**src/rtl/bcd_sub_serial.sv**
```systemverilog
// bcd_sub_serial
// Digit-serial packed-BCD subtractor. A captured request subtracts b from a
// one digit per clock (LSD first). If the result went negative, a second
// digit-serial pass converts the tens-complement result back to a magnitude.
//
// Ports
//   clk    : single clock, rising edge
//   rst    : synchronous active-high reset
//   start  : request, accepted only while idle
//   a, b   : minuend / subtrahend, packed BCD, digit 0 in bits [3:0]
//   busy   : high whenever the block is not idle
//   done   : one-cycle pulse; diff/neg/err valid while high
//   diff   : |a-b|, packed BCD
//   neg    : a < b
//   err    : an input digit was above 9 (diff and neg forced to 0)
module bcd_sub_serial #(
  parameter int DIGITS = 4
) (
  input  logic                clk,
  input  logic                rst,
  input  logic                start,
  input  logic [4*DIGITS-1:0] a,
  input  logic [4*DIGITS-1:0] b,
  output logic                busy,
  output logic                done,
  output logic [4*DIGITS-1:0] diff,
  output logic                neg,
  output logic                err
);

  localparam logic [2:0] LAST = 3'(DIGITS - 1);

  typedef enum logic [1:0] {IDLE, SUB, COMP, DONE} state_t;

  state_t              state, state_nxt;
  logic [4*DIGITS-1:0] a_r, b_r, diff_r, diff_upd;
  logic                borrow, borrow_nxt;
  logic                neg_r, err_r;
  logic [2:0]          idx;
  logic [3:0]          x_d, y_d, res_d;
  logic [4:0]          t;
  logic                last, bad_in;

  function automatic logic has_bad_digit(input logic [4*DIGITS-1:0] v);
    logic bad;
    bad = 1'b0;
    for (int i = 0; i < DIGITS; i++) begin
      if (v[i*4 +: 4] > 4'd9) bad = 1'b1;
    end
    return bad;
  endfunction

  assign bad_in = has_bad_digit(a) | has_bad_digit(b);
  assign last   = (idx == LAST);

  // One shared digit subtractor. SUB computes a_i - b_i - borrow; COMP
  // computes 0 - diff_i - borrow, which ripples a tens complement.
  always_comb begin
    // NOTE: every signal gets a default first so no path leaves it
    // unassigned, which would otherwise infer a latch.
    x_d = '0;
    y_d = '0;
    for (int i = 0; i < DIGITS; i++) begin
      if (idx == 3'(i)) begin
        x_d = (state == COMP) ? 4'd0 : a_r[i*4 +: 4];
        y_d = (state == COMP) ? diff_r[i*4 +: 4] : b_r[i*4 +: 4];
      end
    end
    // 5-bit two's complement holds -10..9, so bit 4 is the borrow out.
    t          = {1'b0, x_d} - {1'b0, y_d} - {4'b0, borrow};
    borrow_nxt = t[4];
    res_d      = t[4] ? (t[3:0] + 4'd10) : t[3:0];
    diff_upd   = diff_r;
    for (int i = 0; i < DIGITS; i++) begin
      if (idx == 3'(i)) diff_upd[i*4 +: 4] = res_d;
    end
  end

  // State register
  always_ff @(posedge clk) begin
    // NOTE: sequential state uses non-blocking assignments so every register
    // samples pre-edge values regardless of statement order.
    if (rst) state <= IDLE;
    else     state <= state_nxt;
  end

  // Next-state logic
  always_comb begin
    state_nxt = state;
    unique case (state)
      IDLE: if (start) state_nxt = SUB;
      // A bad-digit request spends one SUB cycle and skips all digit work.
      SUB:  if (err_r)     state_nxt = DONE;
            else if (last) state_nxt = borrow_nxt ? COMP : DONE;
      COMP: if (last) state_nxt = DONE;
      DONE: state_nxt = IDLE;
      default: state_nxt = IDLE;
    endcase
  end

  // Datapath
  always_ff @(posedge clk) begin
    if (rst) begin
      a_r    <= '0;
      b_r    <= '0;
      diff_r <= '0;
      borrow <= 1'b0;
      idx    <= '0;
      neg_r  <= 1'b0;
      err_r  <= 1'b0;
    end else begin
      unique case (state)
        IDLE: if (start) begin
          a_r    <= a;
          b_r    <= b;
          diff_r <= '0;
          borrow <= 1'b0;
          idx    <= '0;
          neg_r  <= 1'b0;
          err_r  <= bad_in;
        end
        SUB: if (!err_r) begin
          diff_r <= diff_upd;
          if (last) begin
            // Borrow and index restart from zero for a possible COMP pass.
            borrow <= 1'b0;
            idx    <= '0;
          end else begin
            borrow <= borrow_nxt;
            idx    <= idx + 3'd1;
          end
        end
        COMP: begin
          diff_r <= diff_upd;
          if (last) begin
            borrow <= 1'b0;
            idx    <= '0;
            neg_r  <= 1'b1;
          end else begin
            borrow <= borrow_nxt;
            idx    <= idx + 3'd1;
          end
        end
        default: ;
      endcase
    end
  end

  assign busy = (state != IDLE);
  assign done = (state == DONE);
  assign diff = diff_r;
  assign neg  = neg_r;
  assign err  = err_r;

endmodule

```
**config.mk**
```make
export PLATFORM = sky130hd
export DESIGN_NAME = bcd_sub_serial
export DESIGN_NICKNAME = d
export VERILOG_FILES = /design/src/rtl/bcd_sub_serial.sv
export SDC_FILE = /design/constraint.sdc
export NUM_CORES = 1
export LEC_CHECK = 0
export ABC_AREA = 1
export CAP_MARGIN = 30
export CORE_AREA = 5 5 98 100
export DETAILED_ROUTE_END_ITERATION = 8
export DIE_AREA = 0 0 103 105
export SYNTH_ARGS = -nofsm -noshare
export SYNTH_HDL_FRONTEND = slang
export SYNTH_SLANG_ARGS = --single-unit
```
**constraint.sdc**
```tcl
create_clock -name clk -period 3.3 [get_ports clk]
set_input_delay 0.99 -clock clk [delete_from_list [all_inputs] [get_ports clk]]
set_output_delay 0.99 -clock clk [all_outputs]
set_load 0.1 [all_outputs]
```
# Word level (Yosys, flattened, before mapping)
# Cells that the tools add are included.
[totals]
input_bits = 35
out_inout_bits = 20
elab_cells = 88
reg_bits = 56
[classes]
bitwise = 1
eq_ne = 10
add_sub_neg = 4
magnitude_cmp = 8
muxes = 48
reduce_logical = 9
[ops]
columns = ["operator", "n"]
rows = [
  ["$mux 4", 21],
  ["$pmux 16 s3", 1],
  ["$gt 4x4->1 const B", 8],
  ["$mux 16", 2],
  ["$mux 1", 13],
  ["$mux 3", 3],
  ["$pmux 3 s3", 1],
  ["$reduce_and 3->1", 3],
  ["$mux 2", 4],
  ["$pmux 2 s4", 1],
  ["$eq 3x2->1 const B", 2],
  ["$ne 2x2->1 const B", 3],
  ["$sub 4x4->5", 1],
  ["$sub 5x1->5", 1],
  ["$add 4x4->4 const B", 1],
  ["$eq 2x2->1 const B", 2],
  ["$reduce_bool 2->1", 2],
  ["$add 3x1->3 const B", 1],
  ["$eq 3x1->1 const B", 1],
  ["$logic_not 3->1", 1],
  ["$ne 3x3->1 const B", 1],
  ["$pmux 1 s3", 1],
  ["$reduce_bool 3->1", 1],
  ["$eq 2x1->1 const B", 1],
  ["4 further kinds", 4],
]

# Longest topological paths before layout
# Gate-level depths: netlist of run 1.
[logic_depth]
ltp_word = 13
depth_mapped = 25
mapped_depth_nobuf = 25

# Worst setup path before layout of run 1
# OpenSTA, ideal clock, no wires.
[synth_timing]
kind = "flip-flop to flip-flop"
start = "reg diff_r[0] (netlist: diff[0])"
end = "reg diff_r[5] (netlist: diff[5])"
path_stages_with_launch = 17
setup_slack_ns = 0.144
arrival_ns = 3.029
required_time_ns = 3.173
setup_ns = 0.127
path_buffers = 0
synth_period_minus_slack_ns = 3.156
path_cell_list = "dfxtp_1 nor2_1 o311ai_1 nand3_1 o21ai_1 fa_1 inv_1 fa_1 inv_1 nand2_1 nand2_1 nand3_1 nand2_1 inv_2 or2_0 nand3_1 a21oi_1"
[synth_between]
elab_chain_cells = 12
[synth_lines]
columns = ["element", "line_no", "source"]
rows = [
  ["start: declaration", "36", "logic [4*DIGITS-1:0] a_r, b_r, diff_r, diff_upd;"],
  ["start signal: assignment", "123", "diff_r <= diff_upd;"],
  ["start signal: assignment", "134", "diff_r <= diff_upd;"],
  ["$mux 4 *", "66", "y_d = (state == COMP) ? diff_r[i*4 +: 4] : b_r[i*4 +: 4];"],
  ["$mux 4 * (4 in a row)", "64", "if (idx == 3'(i)) begin"],
  ["$sub 4x4->5 *", "70", "t = {1'b0, x_d} - {1'b0, y_d} - {4'b0, borrow};"],
  ["$sub 5x1->5 *", "70", ""],
  ["$add 4x4->4", "72", "res_d = t[4] ? (t[3:0] + 4'd10) : t[3:0];"],
  ["$mux 4 *", "72", ""],
  ["$mux 4 *", "75", "if (idx == 3'(i)) diff_upd[i*4 +: 4] = res_d;"],
  ["$mux 16", "122", "SUB: if (!err_r) begin"],
  ["$pmux 16 s3 *", "112", "unique case (state)"],
]
# Mark *: on every way between the ends. The rest lies on a longest branch, timed or not. The select of a mux whose other input is x is not followed.
# A chain may end at the register's enable or synchronous reset.

# Final worst setup path of run 1
[layout_timing]
start = "reg idx[0]"
end = "reg diff_r[1] (netlist: diff[1])"
[layout_between]
elab_chain_cells = 12
elab_cells_between_ends = 19
cone_classes = "add/sub (3); eq/ne (3); mux (12); reduce/logical (1)"
[layout_lines]
columns = ["element", "line_no", "source"]
rows = [
  ["start: declaration", "39", "logic [2:0] idx;"],
  ["start signal: assignment", "130", "idx <= idx + 3'd1;"],
  ["start signal: assignment", "141", "idx <= idx + 3'd1;"],
  ["$logic_not 3->1", "64, 75", ""],
  ["$mux 4 (4 in a row)", "64", ""],
  ["$sub 4x4->5", "70", ""],
  ["$sub 5x1->5", "70", ""],
  ["$add 4x4->4", "72", ""],
  ["$mux 4", "72", ""],
  ["$mux 4 *", "75", ""],
  ["$mux 16", "122", ""],
  ["$pmux 16 s3 *", "112", ""],
]
# Marks and branches as above.

==> flow_metrics.py, run 1 <==
metrics = {
    "run_status": {
        "status": "complete, no violations",
    },
    "finish": {
        "layout_common_cells": "nor2_1 (73), o21ai_0 (57), dfxtp_1 (54), nand2_1 (48), clkdlybuf4s50_1 (34)",
        "multiInputGateArea_um2": 1630,
        "final-seq-area_um2": 1120,
        "final_common_cell": "nor2_1",
        "syn_to_final_growth_pct": 26.3,
        "n_antenna_cell": 0,
        "nets": 510,
        "fillers": 905,
        "layout-drive-gt1-share_pct": 18.7,
    },
    "cts": {
        "worstSkewPairLatency_ns": 0.31,
        "clk_pin_slew_worst_paths_ns": 0.11,
        "cts_tree": "yes",
        "numCtsBuffers": 5,
        "cts.sink_count": 56,
        "cts_max_level": 2,
        "cts_max_path_buffers": 2,
        "cts_root_buffer": "clkbuf_8",
    },
    "min_path": {
        "hold_path.class": "reg -> reg",
    },
    "floorplanning": {
        "fp.dieW_um": 103,
        "dieArea_um2": 10800,
        "coreArea_um2": 8590,
        "die_h_um": 105,
        "rows": 34,
        "pin_count": 55,
        "start_util_pct": 34.1,
    },
    "worst_setup_path": {
        "cp_num_buf_inv": 6,
        "cp_data_arrival_time_ns": 3.32,
        "slowest_delay_ns": 0.41,
        "crit_chain": "buf_4, ha_1, inv_2, nor2_2, inv_2, nor2_1, o21ai_1, o311ai_2, nand3_1, o21ai_2, fa_2, inv_2, fa_1, inv_1, nand2_1, nand2_1, nand3_1, nand2_2, inv_2, or2_0, nand3_2, a21oi_1",
        "critPathKind": "reg -> reg",
        "cp_data_required_time_ns": 3.50,
        "start_kind": "register",
        "path_max_fanout": 4,
        "cp-end-kind": "register",
        "cp_top_family": "simple AND/OR/NAND/NOR gates",
        "path_common_cell": "inv_2",
        "crit_path_top_delay_cell": "fa_1",
    },
    "global_route": {
        "grt_pass1_wl_um": 13300,
        "antenna_found_initial": 0,
        "grt_pass1_vias": 2720,
        "grtUsageTotal_pct": 15.4,
        "grt_overflow_total": 0,
        "grt_max_degree": 30,
    },
    "placement": {
        "place.port_buffers": 54,
        "place_congestion": 0.884,
        "pre_cts_slack_ns": 0.0528,
        "dp_hpwl_um": 6540,
    },
    "timing": {
        "setup_viol": 0,
        "slew_headroom_pct": 68.9,
        "setup_tns_ns": 0,
        "hold_violations": 0,
        "fmax_ghz": 0.320,
        "fin_skew_ns": 0.00618,
        "worst_slew_pin_slew_ns": 0.461,
        "slew_violations": 0,
        "grt_setup_unrepaired": "yes",
        "fin_ws_ns": 0.178,
        "period_needed_ns": 3.12,
        "fin_crit_sh_pct": 94.6,
    },
    "job": {
        "max_cap_viol_count": 0,
    },
    "synth": {
        "synth_warnings": 0,
        "synth-seq-cells": 56,
        "ys_types": 38,
        "syn_area_um2": 2930,
        "synth_nets": 455,
        "synthCells": 405,
        "synth_seq_area_share_pct": 38.2,
        "synth.avg_cell_area_um2": 7.24,
    },
    "routing": {
        "via_count": 2816,
        "drc": 0,
        "wl_per_cell_um": 14.7,
        "avgViaCountPerCell": 4.95,
        "drt-initial-drc-count": 124,
        "firstDrtPassIters": 4,
        "antenna_left": 0,
        "totalWireLength_um": 8350,
    },
}
worst register-to-register path, cell delays in order (launching register included):
cell and delay, ns:
dfxtp_1 0.35, buf_4 0.13, ha_1 0.15, inv_2 0.05
nor2_2 0.13, inv_2 0.07, nor2_1 0.09, o21ai_1 0.10
o311ai_2 0.09, nand3_1 0.13, o21ai_2 0.08, fa_2 0.21
inv_2 0.04, fa_1 0.41, inv_1 0.07, nand2_1 0.08
nand2_1 0.09, nand3_1 0.13, nand2_2 0.13, inv_2 0.06
or2_0 0.21, nand3_2 0.14, a21oi_1 0.08
what timing repair did:
item / in CTS / in global routing
resized for setup: 0 / 20
hold endpoints to repair: 0 / 0
setup endpoints to repair: 0 / 12
hold buffers: 0 / 0
setup buffers: 0 / 1
synthesized netlist by cell type (all sizes together):
cell type,number,area (um^2)
o21ai,78,390
nor2,75,287
nand2,58,257
dfxtp,56,1120
inv,36,145
a21oi,34,185
ha,13,163
nand3,13,87.6
clkbuf,9,35.0
buf,8,42.5
a211oi,3,27.5
nand4,3,18.8
nor3,3,20.0
o221ai,3,26.3
fa,2,40.0
mux2i,2,20.0
o211ai,2,15.0
o22ai,2,12.5
or2,2,15.0
a31oi,1,12.5
clkinv,1,5.00
o311ai,1,8.76
state kept, by name, indices dropped and copies added (netlist names):
| register | flops |
|---|---|
| a_r | 16 |
| borrow | 1 |
| b_r | 16 |
| err | 1 |
| diff | 16 |
| idx | 3 |
| neg | 1 |
| state | 2 |
stage by stage:
stage          hold WS (ns)  util (%)  cells  cell area (um^2)
2_1_floorplan         0.424         -    405              2930
6_report              0.460      43.1    569              3710
3_5_place_dp          0.448      41.4    560              3560
5_1_grt               0.504      43.1    569              3710
4_1_cts               0.463      42.4    568              3640
3_3_place_gp          0.446      41.4    560              3560
layer usage:
layer | share of wire, % | global-route usage [%] | up-vias
met1 | 46 | 20.8 | 1278
li1 | - | - | 1452
met2 | 48 | 24.4 | 76
met5 | 0 | 0 | -
met4 | 1.3 | 4.90 | 0
met3 | 5.2 | 3.20 | 10
worst paths after layout:
path | startpoint | end | slack (ns) | cells past startpoint
setup / recovery | idx[0] | diff[1] | 0.18 | 22
hold / removal | a_r[10] | a_r[10] | 0.46 | 2
setup reg to reg | idx[0] | diff[1] | 0.18 | 22
hold reg to reg | a_r[10] | a_r[10] | 0.46 | 2
final cells by class:
class / instances / area share [%]
clock buffers: 6 / 1.96
repair buffers: 65 / 15.7
multi-input cells: 295 / 44.0
inverters: 37 / 4.05
clock inverters: 2 / 0.371
flip-flops and latches: 56 / 30.3
well taps: 108 / 3.65
cell families after synthesis:
group                    count (synthesis)  synth area share, %
flip-flops                              56                 38.2
multiplexers                             2                0.682
adder cells (fa/ha/maj)                 15                 6.91
AND/OR/NAND/NOR                        154                 23.3
buffers and inverters                   54                 7.76
AO/OA/AOI/OAI                          124                 23.1
Power of run 1 is not shown: default switching activity piles up to over one toggle a cycle in this logic, so the estimate is an artifact.
==> run 2, diff against run 1 <==
--- a/config.mk
+++ b/config.mk
@@ -10,6 +10,7 @@
 export CORE_AREA = 5 5 98 100
 export DETAILED_ROUTE_END_ITERATION = 8
 export DIE_AREA = 0 0 103 105
+export SKIP_CTS_REPAIR_TIMING = 1
 export SYNTH_ARGS = -nofsm -noshare
 export SYNTH_HDL_FRONTEND = slang
 export SYNTH_SLANG_ARGS = --single-unit
==> results of run 2 <==
The final DEF is identical to that of run 1; final timing and power are the same.
Power of run 2 is left out for the same reason.
==> run 3, diff against run 2 <==
--- a/config.mk
+++ b/config.mk
@@ -10,6 +10,7 @@
 export CORE_AREA = 5 5 98 100
 export DETAILED_ROUTE_END_ITERATION = 8
 export DIE_AREA = 0 0 103 105
+export RECOVER_POWER = 50
 export SKIP_CTS_REPAIR_TIMING = 1
 export SYNTH_ARGS = -nofsm -noshare
 export SYNTH_HDL_FRONTEND = slang
==> run 3 against run 2 <==
Cell area down 2.3%. Die area unchanged. Register-to-register slack about the same. Count of clock-buffer cells in the layout unchanged. Setup slack worse by 0.0082 ns. Worst hold slack better by 0.0037 ns. Critical path depth unchanged. Clock skew down 0.0011 ns. Sequential share of layout area up 0.72 points. Global-route usage unchanged. Non-clock buffer count unchanged. Via count down 0.89%. Highest routed layer unchanged.
==> flow_metrics.py, run 3 (synthesized netlist as in run 1, its figures left out) <==
metrics = {
    "worst_setup_path": {
        "reg2reg_depth": 22,
        "start_kind": "register",
        "rr_endpoint": "diff[1]",
        "path_common_cell": "inv_2",
        "cp_data_arrival_time_ns": 3.33,
        "slowest_delay_ns": 0.41,
        "cp_top_family": "simple AND/OR/NAND/NOR gates",
        "crit_chain": "buf_4, ha_1, inv_2, nor2_2, inv_2, nor2_1, o21ai_1, o311ai_2, nand3_1, o21ai_2, fa_2, inv_2, fa_1, inv_1, nand2_1, nand2_1, nand3_1, nand2_2, inv_2, or2_0, nand3_2, a21oi_1",
        "cp-end-kind": "register",
        "crit_path_top_delay_cell": "fa_1",
        "cp_data_required_time_ns": 3.50,
        "r2r_slack_ns": 0.17,
        "cp_num_buf_inv": 6,
        "critPathKind": "reg -> reg",
        "r2r-start": "idx[0]",
        "path_max_fanout": 4,
        "path_depth": 22,
    },
    "routing": {
        "totalWireLength_um": 8380,
        "firstDrtPassIters": 4,
        "avgViaCountPerCell": 4.91,
        "antenna_left": 0,
        "wl_per_cell_um": 14.7,
        "drc": 0,
        "drt-initial-drc-count": 144,
        "via_count": 2791,
    },
    "finish": {
        "layout_common_cells": "nor2_1 (74), o21ai_0 (57), dfxtp_1 (54), nand2_1 (49), clkdlybuf4s50_1 (32)",
        "final_common_cell": "nor2_1",
        "syn_to_final_growth_pct": 23.4,
        "nets": 510,
        "n_antenna_cell": 0,
        "layout-drive-gt1-share_pct": 13.4,
        "fin_area_um2": 3620,
    },
    "timing": {
        "fin_crit_sh_pct": 94.8,
        "fin_skew_ns": 0.00510,
        "slew_headroom_pct": 21.4,
        "slew_violations": 0,
        "period_needed_ns": 3.13,
        "grt_setup_unrepaired": "yes",
        "worst_slew_pin_slew_ns": 1.18,
        "setup_viol": 0,
        "fmax_ghz": 0.319,
        "hold_violations": 0,
    },
    "global_route": {
        "met2_usage_pct": 24.4,
        "met1_usage_pct": 20.8,
        "grt_most_used_layer": "met2",
        "grt_pass1_vias": 2720,
        "grtUsageTotal_pct": 15.4,
        "use_met3_pct": 3.20,
        "grt_pass1_wl_um": 13300,
        "antenna_found_initial": 0,
        "grt_max_degree": 30,
        "grt_overflow_total": 0,
    },
    "min_path": {
        "hold_path.class": "reg -> reg",
        "min_from": "a_r[10]",
        "holdPathStages": 2,
        "hold_end": "a_r[10]",
    },
    "cts": {
        "clk_pin_slew_worst_paths_ns": 0.10,
        "cts_root_buffer": "clkbuf_8",
        "worstSkewPairLatency_ns": 0.31,
        "cts_tree": "yes",
        "cts.sink_count": 56,
        "cts_max_level": 2,
        "numCtsBuffers": 5,
        "cts_max_path_buffers": 2,
    },
    "run_status": {
        "status": "complete, no violations",
    },
    "floorplanning": {
        "dieArea_um2": 10800,
        "die_h_um": 105,
        "fp.dieW_um": 103,
        "pin_count": 55,
        "start_util_pct": 34.1,
        "coreArea_um2": 8590,
        "rows": 34,
    },
    "placement": {
        "place.port_buffers": 54,
        "dp_hpwl_um": 6540,
        "placed_area_um2": 3560,
        "place_congestion": 0.884,
    },
    "job": {
        "max_cap_viol_count": 0,
    },
}
-- run 3: stage by stage --
stage / setup slack (ns) / util, % / std cells / setup TNS (ns) / hold slack [ns]
4_1_cts: 0.0376 / 42.4 / 568 / 0 / 0.463
3_3_place_gp: 0.134 / 41.4 / 560 / 0 / 0.446
2_1_floorplan: 0.144 / - / 405 / 0 / 0.424
6_report: 0.170 / 42.1 / 569 / 0 / 0.464
3_5_place_dp: 0.0528 / 41.4 / 560 / 0 / 0.448
5_1_grt: -0.0559 / 42.1 / 569 / -0.339 / 0.507
-- run 3: area by class of cell --
class                   instances  area (um^2)
well taps                     108          135
clock buffers                   6         72.6
repair buffers                 65          513
multi-input cells             295         1610
clock inverters                 2         13.8
fillers                       930         4970
inverters                      37          150
flip-flops and latches         56         1120
-- run 3: how the worst max path moves through the flow --
stage	from	to	slack [ns]
finish	idx[0]	diff[1]	0.17
detailed placement	state[0]	diff[1]	0.05
global route	idx[0]	diff[1]	-0.06
global placement	state[0]	diff[1]	0.13
floorplan	diff[0]	diff[5]	0.14
CTS	state[0]	diff[5]	0.04
-- run 3: worst register-to-register path: cells and delay by family (launching register included) --
family                     cells  cell delay (ns)
AOI/OAI and AO/OA              4             0.36
adders and majority gates      3             0.77
buffers and inverters          6             0.42
DFF                            1             0.35
and+or+nand+nor                9             1.13
-- run 3: routing by layer --
| layer | vias to the layer above | wire [um] |
|---|---|---|
| met5 | - | 0 |
| met4 | 0 | 89 |
| met3 | 8 | 432 |
| met2 | 70 | 4030 |
| met1 | 1261 | 3820 |
| li1 | 1452 | - |
Power of run 3 is left out for the same reason.
